==> src/rtl/playfield_gen.sv <==
// Playfield renderer: CPU-written playfield bits and colour registers to per-pixel RGB, double-buffered on vblank.
// Optional score mode (fg2 colour for the second half-line) is enabled by defining PLAYFIELD_SCORE_EN.
module playfield_gen #(
  parameter int PF_BITS   = 22,
  parameter int BIT_SHIFT = 4,
  parameter int H_START   = 96,
  parameter int BORDER_PX = 8
) (
  input  logic       raw_clk,
  input  logic       reset,
  input  logic       wr_en,
  input  logic [4:0] wr_addr,
  input  logic [7:0] wr_data,
  input  logic [9:0] hpos,
  input  logic       in_hblank,
  input  logic       in_vblank,
  output logic [7:0] red,
  output logic [7:0] green,
  output logic [7:0] blue,
  output logic       line_done
);
`ifdef PLAYFIELD_SCORE_EN
  localparam int NREG = 17;
`else
  localparam int NREG = 14;
`endif
  localparam int BW = $clog2(BORDER_PX + 1);
  localparam logic [BW-1:0]        BRD_LAST = BW'(BORDER_PX - 1);
  localparam logic [BIT_SHIFT-1:0] PIX_LAST = '1;
  localparam logic [4:0]           BIT_LAST = 5'(PF_BITS - 1);
  localparam logic [9:0]           H_TRIG   = 10'(H_START - BORDER_PX);
  localparam logic [31:0]          PF_MASK  = (PF_BITS >= 32) ? 32'hFFFF_FFFF :
                                              32'((64'd1 << PF_BITS) - 64'd1);

  typedef enum logic [2:0] {IDLE, LBORDER, FIRST, SECOND, RBORDER, DONE} state_t;

  function automatic logic [7:0] rst_val(input int i);
    case (i)
      5, 10, 15: rst_val = 8'hFF;  // fg red, bg blue, fg2 green
      default:   rst_val = 8'h00;
    endcase
  endfunction

  logic [7:0]           sh_q  [NREG];
  logic [7:0]           sh_d  [NREG];
  logic [7:0]           act_q [NREG];
  logic [7:0]           act_d [NREG];
  logic                 vblank_q;
  logic                 commit;
  state_t               state_q, state_d;
  logic [BIT_SHIFT-1:0] pix_q, pix_d;
  logic [4:0]           bit_q, bit_d;
  logic [BW-1:0]        brd_q, brd_d;
  logic [23:0]          rgb_q, rgb_d;
  logic                 done_q, done_d;

  // Register file: shadow always takes the write; active follows on commit, or at once for ctrl/immediate.
  always_comb begin
    commit = in_vblank & ~vblank_q;
    for (int i = 0; i < NREG; i++) begin
      sh_d[i]  = sh_q[i];
      act_d[i] = commit ? sh_q[i] : act_q[i];
      if (wr_en && wr_addr == 5'(i)) begin
        sh_d[i] = wr_data;
        if (act_q[4][1] || i == 4) act_d[i] = wr_data;
      end
    end
  end

  // State and counters describe the pixel at the hpos being sampled this cycle.
  always_comb begin
    state_d = state_q;
    pix_d   = pix_q;
    bit_d   = bit_q;
    brd_d   = brd_q;
    if (in_hblank) begin
      state_d = IDLE;
      pix_d   = '0;
      bit_d   = '0;
      brd_d   = '0;
    end else begin
      case (state_q)
        IDLE: if (hpos == H_TRIG) begin
          state_d = LBORDER;
          brd_d   = '0;
        end
        LBORDER, RBORDER: if (brd_q == BRD_LAST) begin
          state_d = (state_q == LBORDER) ? FIRST : DONE;
          pix_d   = '0;
          bit_d   = '0;
          brd_d   = '0;
        end else begin
          brd_d = brd_q + 1'b1;
        end
        FIRST, SECOND: if (pix_q == PIX_LAST) begin
          pix_d = '0;
          if (bit_q == BIT_LAST) begin
            bit_d   = '0;
            brd_d   = '0;
            state_d = (state_q == FIRST) ? SECOND : RBORDER;
          end else begin
            bit_d = bit_q + 1'b1;
          end
        end else begin
          pix_d = pix_q + 1'b1;
        end
        default: state_d = state_q;
      endcase
    end
  end

  logic [31:0] pf;
  logic [4:0]  idx;
  logic [23:0] fg_c;

  always_comb begin
    pf  = {act_q[3], act_q[2], act_q[1], act_q[0]} & PF_MASK;
    idx = (state_d == SECOND && act_q[4][0]) ? bit_d : BIT_LAST - bit_d;
`ifdef PLAYFIELD_SCORE_EN
    fg_c = (state_d == SECOND && act_q[4][2]) ? {act_q[14], act_q[15], act_q[16]}
                                              : {act_q[5], act_q[6], act_q[7]};
`else
    fg_c = {act_q[5], act_q[6], act_q[7]};
`endif
    done_d = (state_d == RBORDER) && (state_q != RBORDER);
    if (in_hblank || in_vblank)
      rgb_d = '0;
    else if (state_d == FIRST || state_d == SECOND)
      rgb_d = pf[idx] ? fg_c : {act_q[8], act_q[9], act_q[10]};
    else
      rgb_d = {act_q[11], act_q[12], act_q[13]};
  end

  always_ff @(posedge raw_clk or negedge reset) begin
    if (!reset) begin
      for (int i = 0; i < NREG; i++) begin
        sh_q[i]  <= rst_val(i);
        act_q[i] <= rst_val(i);
      end
      vblank_q <= 1'b0;
      state_q  <= IDLE;
      pix_q    <= '0;
      bit_q    <= '0;
      brd_q    <= '0;
      rgb_q    <= '0;
      done_q   <= 1'b0;
    end else begin
      sh_q     <= sh_d;
      act_q    <= act_d;
      vblank_q <= in_vblank;
      state_q  <= state_d;
      pix_q    <= pix_d;
      bit_q    <= bit_d;
      brd_q    <= brd_d;
      rgb_q    <= rgb_d;
      done_q   <= done_d;
    end
  end

  assign {red, green, blue} = rgb_q;
  assign line_done          = done_q;
endmodule

==> config.mk <==
export PLATFORM = sky130hd
export DESIGN_NAME = playfield_gen
export DESIGN_NICKNAME = d
export VERILOG_FILES = /design/src/rtl/playfield_gen.sv
export SDC_FILE = /design/constraint.sdc
export NUM_CORES = 1
export LEC_CHECK = 0
export ABC_AREA = 1
export BUFFER_PORTS_ARGS = -buffer_cell sky130_fd_sc_hd__buf_2
export CAP_MARGIN = 5
export CORE_MARGIN = 2
export CORE_UTILIZATION = 30
export CTS_CLUSTER_DIAMETER = 200
export DETAILED_ROUTE_END_ITERATION = 10
export GPL_ROUTABILITY_DRIVEN = 0
export HOLD_SLACK_MARGIN = 0.15
export PLACE_DENSITY = 0.44
export SKIP_CTS_REPAIR_TIMING = 1
export SLEW_MARGIN = 20
export SYNTH_ARGS = -nofsm -noshare
export SYNTH_HDL_FRONTEND = slang
export SYNTH_SLANG_ARGS = --single-unit
==> constraint.sdc <==
create_clock -name raw_clk -period 4.6 [get_ports raw_clk]
set_input_delay 0.46 -clock raw_clk [delete_from_list [all_inputs] [get_ports raw_clk]]
set_output_delay 0.46 -clock raw_clk [all_outputs]
set_load 0.005 [all_outputs]
==> metrics.md <==
| Metric | Value |
|---|---|
| Status | `finished, final reports clean` |
| Final clock skew | `0.0165 ns` |
| Setup CP Type | `reg2reg` |
| Multi-input gate area | `0.00436 sq mm` |
| Pleak | `6.49 nW` |
| Crit path cell chain | `ha_1 > nand3_1 > nand2_1 > nand2_2 > nand2_2 > nand2_2 > inv_2 > o32ai_4 > ha_1 > o21ai_2 > inv_2 > nand3_1 > nand3_2 > nand2_1 > nand2_2 > nand3_1 > nand3_1 > a21oi_1` |
| Clock Latency Late Sink | `0.55 ns` |
| DR vias/cell | `4.61` |
| Fin Setup TNS | `0 ns` |
| Starting density of the core | `0.302` |
| Storage cell area | `about 0.0059 sq mm` |
| Top delay family on crit path | `simple AND/OR/NAND/NOR gates` |
| Final period util | `0.774` |
| Hold crit path type | `in2reg` |
| Nets | `1476` |
| Grt ovf | `0` |
| Placed Area | `roughly 0.012 sq mm` |
| WP data arrival | `between 4 and 5 ns` |
| Max_slew headroom | `0.282` |
| Synth cell types | `43` |
| Die area | `0.0394 sq mm` |
| Synthesized area per cell | `between 8 and 9 sq um` |
| First-pass GRT wire length | `between 50 and 60 mm` |
| CP Capture Type | `register` |
| WP buf/inv | `2` |
| Async set-reset flop share out of synthesis | `1.00` |
| PnR worst setup slack | `1.04 ns` |
| Max-slew violations | `0` |
| Drt total wl | `approximately 33 mm` |
| Maximum number of pins on one net before global-route repair | `about 110` |
| CTS Buf Count | `27` |
| Endpoints failing setup | `0` |
| Chip Width | `198 um` |
| Final instance area | `0.0131 sq mm` |
| Mapped Cells | `roughly 1400` |
| Pwr dens | `448 mW/mm^2` |
| Slowest cell delay on critical path | `0.46 ns` |
| Synth-to-layout area growth | `15.7%` |
| Worst ir drop on vdd | `0.000243 V` |
| Final Power | `5.88 mW` |
| Area contributors post-synth | `dfrtp_1, o21ai_0, nand2_1` |
| Vias in the first global route | `a little under 9000` |
| Top fanout value on the critical path | `24` |
| # port buffers | `52` |
| Clock sink count | `234` |
| RSZ-0062 raised after global routing | `no` |
| Post-synthesis cell area | `0.0113 sq mm` |
| Initial antenna violation count | `2` |
| Syn_nets | `1447` |
| HPWL Detailed | `20.6 mm` |
| Overall routing resource usage | `0.173` |
| Area share of the largest cell type after synthesis | `0.446` |
| # diodes | `0` |
| CTS max path bufs | `3` |
| Crit start category | `register` |
| Sequential-to-total area share from yosys stat | `0.520` |
| Max Cap Violations | `0` |
| CTS tree | `built` |
| Boundary Pins | `53` |
| DRC viols | `0` |
| Most used flip-flop cell after synthesis | `dfrtp_1` |
| YS warnings | `0` |
| Req. time, crit path | `5.05 ns` |
| Slew @ Worst Pin | `1.08 ns` |
| Pre-CTS worst setup slack | `around 1.1 ns` |
| Cell taking the most area after synthesis | `dfrtp_1` |
| Vias | `between 9000 and 10000` |
| Most frequent standard cell in the layout excluding fill and tap cells | `nand2_1` |
| DRT Pass-1 Iters | `5` |
| Fmax | `281 MHz` |
| 1st-iter DRT viols | `559` |
| Post-DRT Antenna Nets | `0` |
| Most frequent cells in the layout | `nand2_1, o21ai_0, dfrtp_1` |
| Num rows | `71` |
| #FFs+latches synth | `~230` |
| Share of layout cells above drive strength 1 | `0.145` |
| Fillers | `approximately 4000` |
| Root Buffer | `clkbuf_16` |
| Routed wire per std cell | `16.6 um` |
| Final Hold Viols | `0` |
| Number of enable flip-flop cells after synthesis | `0` |
| Core area | `between 0.03 and 0.04 sq mm` |
| Min Clock Period, post-route | `3.56 ns` |
| Critical path's slowest cell | `nand2_2` |
| Clock transition at path regs | `0.06 ns` |
| H-tree depth | `1` |
| Die H | `198 um` |
==> kinds of logic after synthesis <==
kind of cell / after synthesis / share of synthesized area
xor gates and xnor gates: 3 / 0.00232
and+or+nand+nor: 556 / 0.217
muxes: 10 / 0.00993
adders and majority gates: 5 / 0.00552
buffers and inverters: 279 / 0.0954
DFF: 234 / 0.520
AOI/OAI and AO/OA: 327 / 0.150
==> metrics by stage <==
step / hold WS, ns / std cells / utilization
floorplan: 0.164 / 1414 / -
global route: 0.192 / 1975 / 0.350
CTS: 0.00248 / 1973 / 0.350
finish: 0.202 / 1975 / 0.350
detailed placement: 0.475 / 1923 / 0.323
global placement: 0.469 / 1923 / 0.323
==> final timing paths <==
kind | from | to | slack, ns | depth (start not counted)
min in group asynchronous | reset | brd_q[3] | 0.56 | 2
setup reg to reg | brd_q[0] | rgb_q[11] | 1.04 | 18
max in group asynchronous | reset | sh_q[25] | 2.94 | 3
setup / recovery | brd_q[0] | rgb_q[11] | 1.04 | 18
hold / removal | in_hblank | brd_q[0] | 0.20 | 2
hold reg to reg | sh_q[50] | sh_q[50] | 0.49 | 2
==> layer usage <==
layer  vias to the layer above  share of wire  GRT usage
met4                         0          0.020     0.0345
li1                       4562              -          -
met2                       164           0.46      0.283
met3                        37          0.044     0.0224
met5                         -              0          0
met1                      4348           0.48      0.247
==> cells in the mapped netlist (all sizes together) (2+ instances only) <==
master,number
a21oi,30
a32o,3
buf,12
clkbuf,64
dfrtp,202
dfstp,32
ha,5
inv,203
mux2,10
nand2,389
nand3,108
nand3b,5
nand4,4
nor2,43
nor3,3
o21ai,285
o41ai,2
or2,2
xor2,2
==> sequential cells by signal (all words and copies together), names as in the netlist <==
register and flops:
vblank_q 1, bit_q 5, state_q 3, line_done 1, brd_q 4, act_q 96, rgb_q 24, pix_q 4
sh_q 96
==> report_power, final <==
group	total [mW]	switching, mW	internal [mW]
Combinational	0.859	0.536	0.323
Clock	2.39	0.888	1.50
Sequential	2.63	0.158	2.47
Total	5.88	1.58	4.30
==> layout make-up <==
class | instances | area share
flip-flops and latches | 234 | 0.449
multi-input cells | 901 | 0.333
clock buffers | 40 | 0.0621
inverters | 203 | 0.0581
well taps | 511 | 0.0487
repair buffers | 76 | 0.0357
clock inverters | 10 | 0.0136
(Power assumes the default switching activity.)
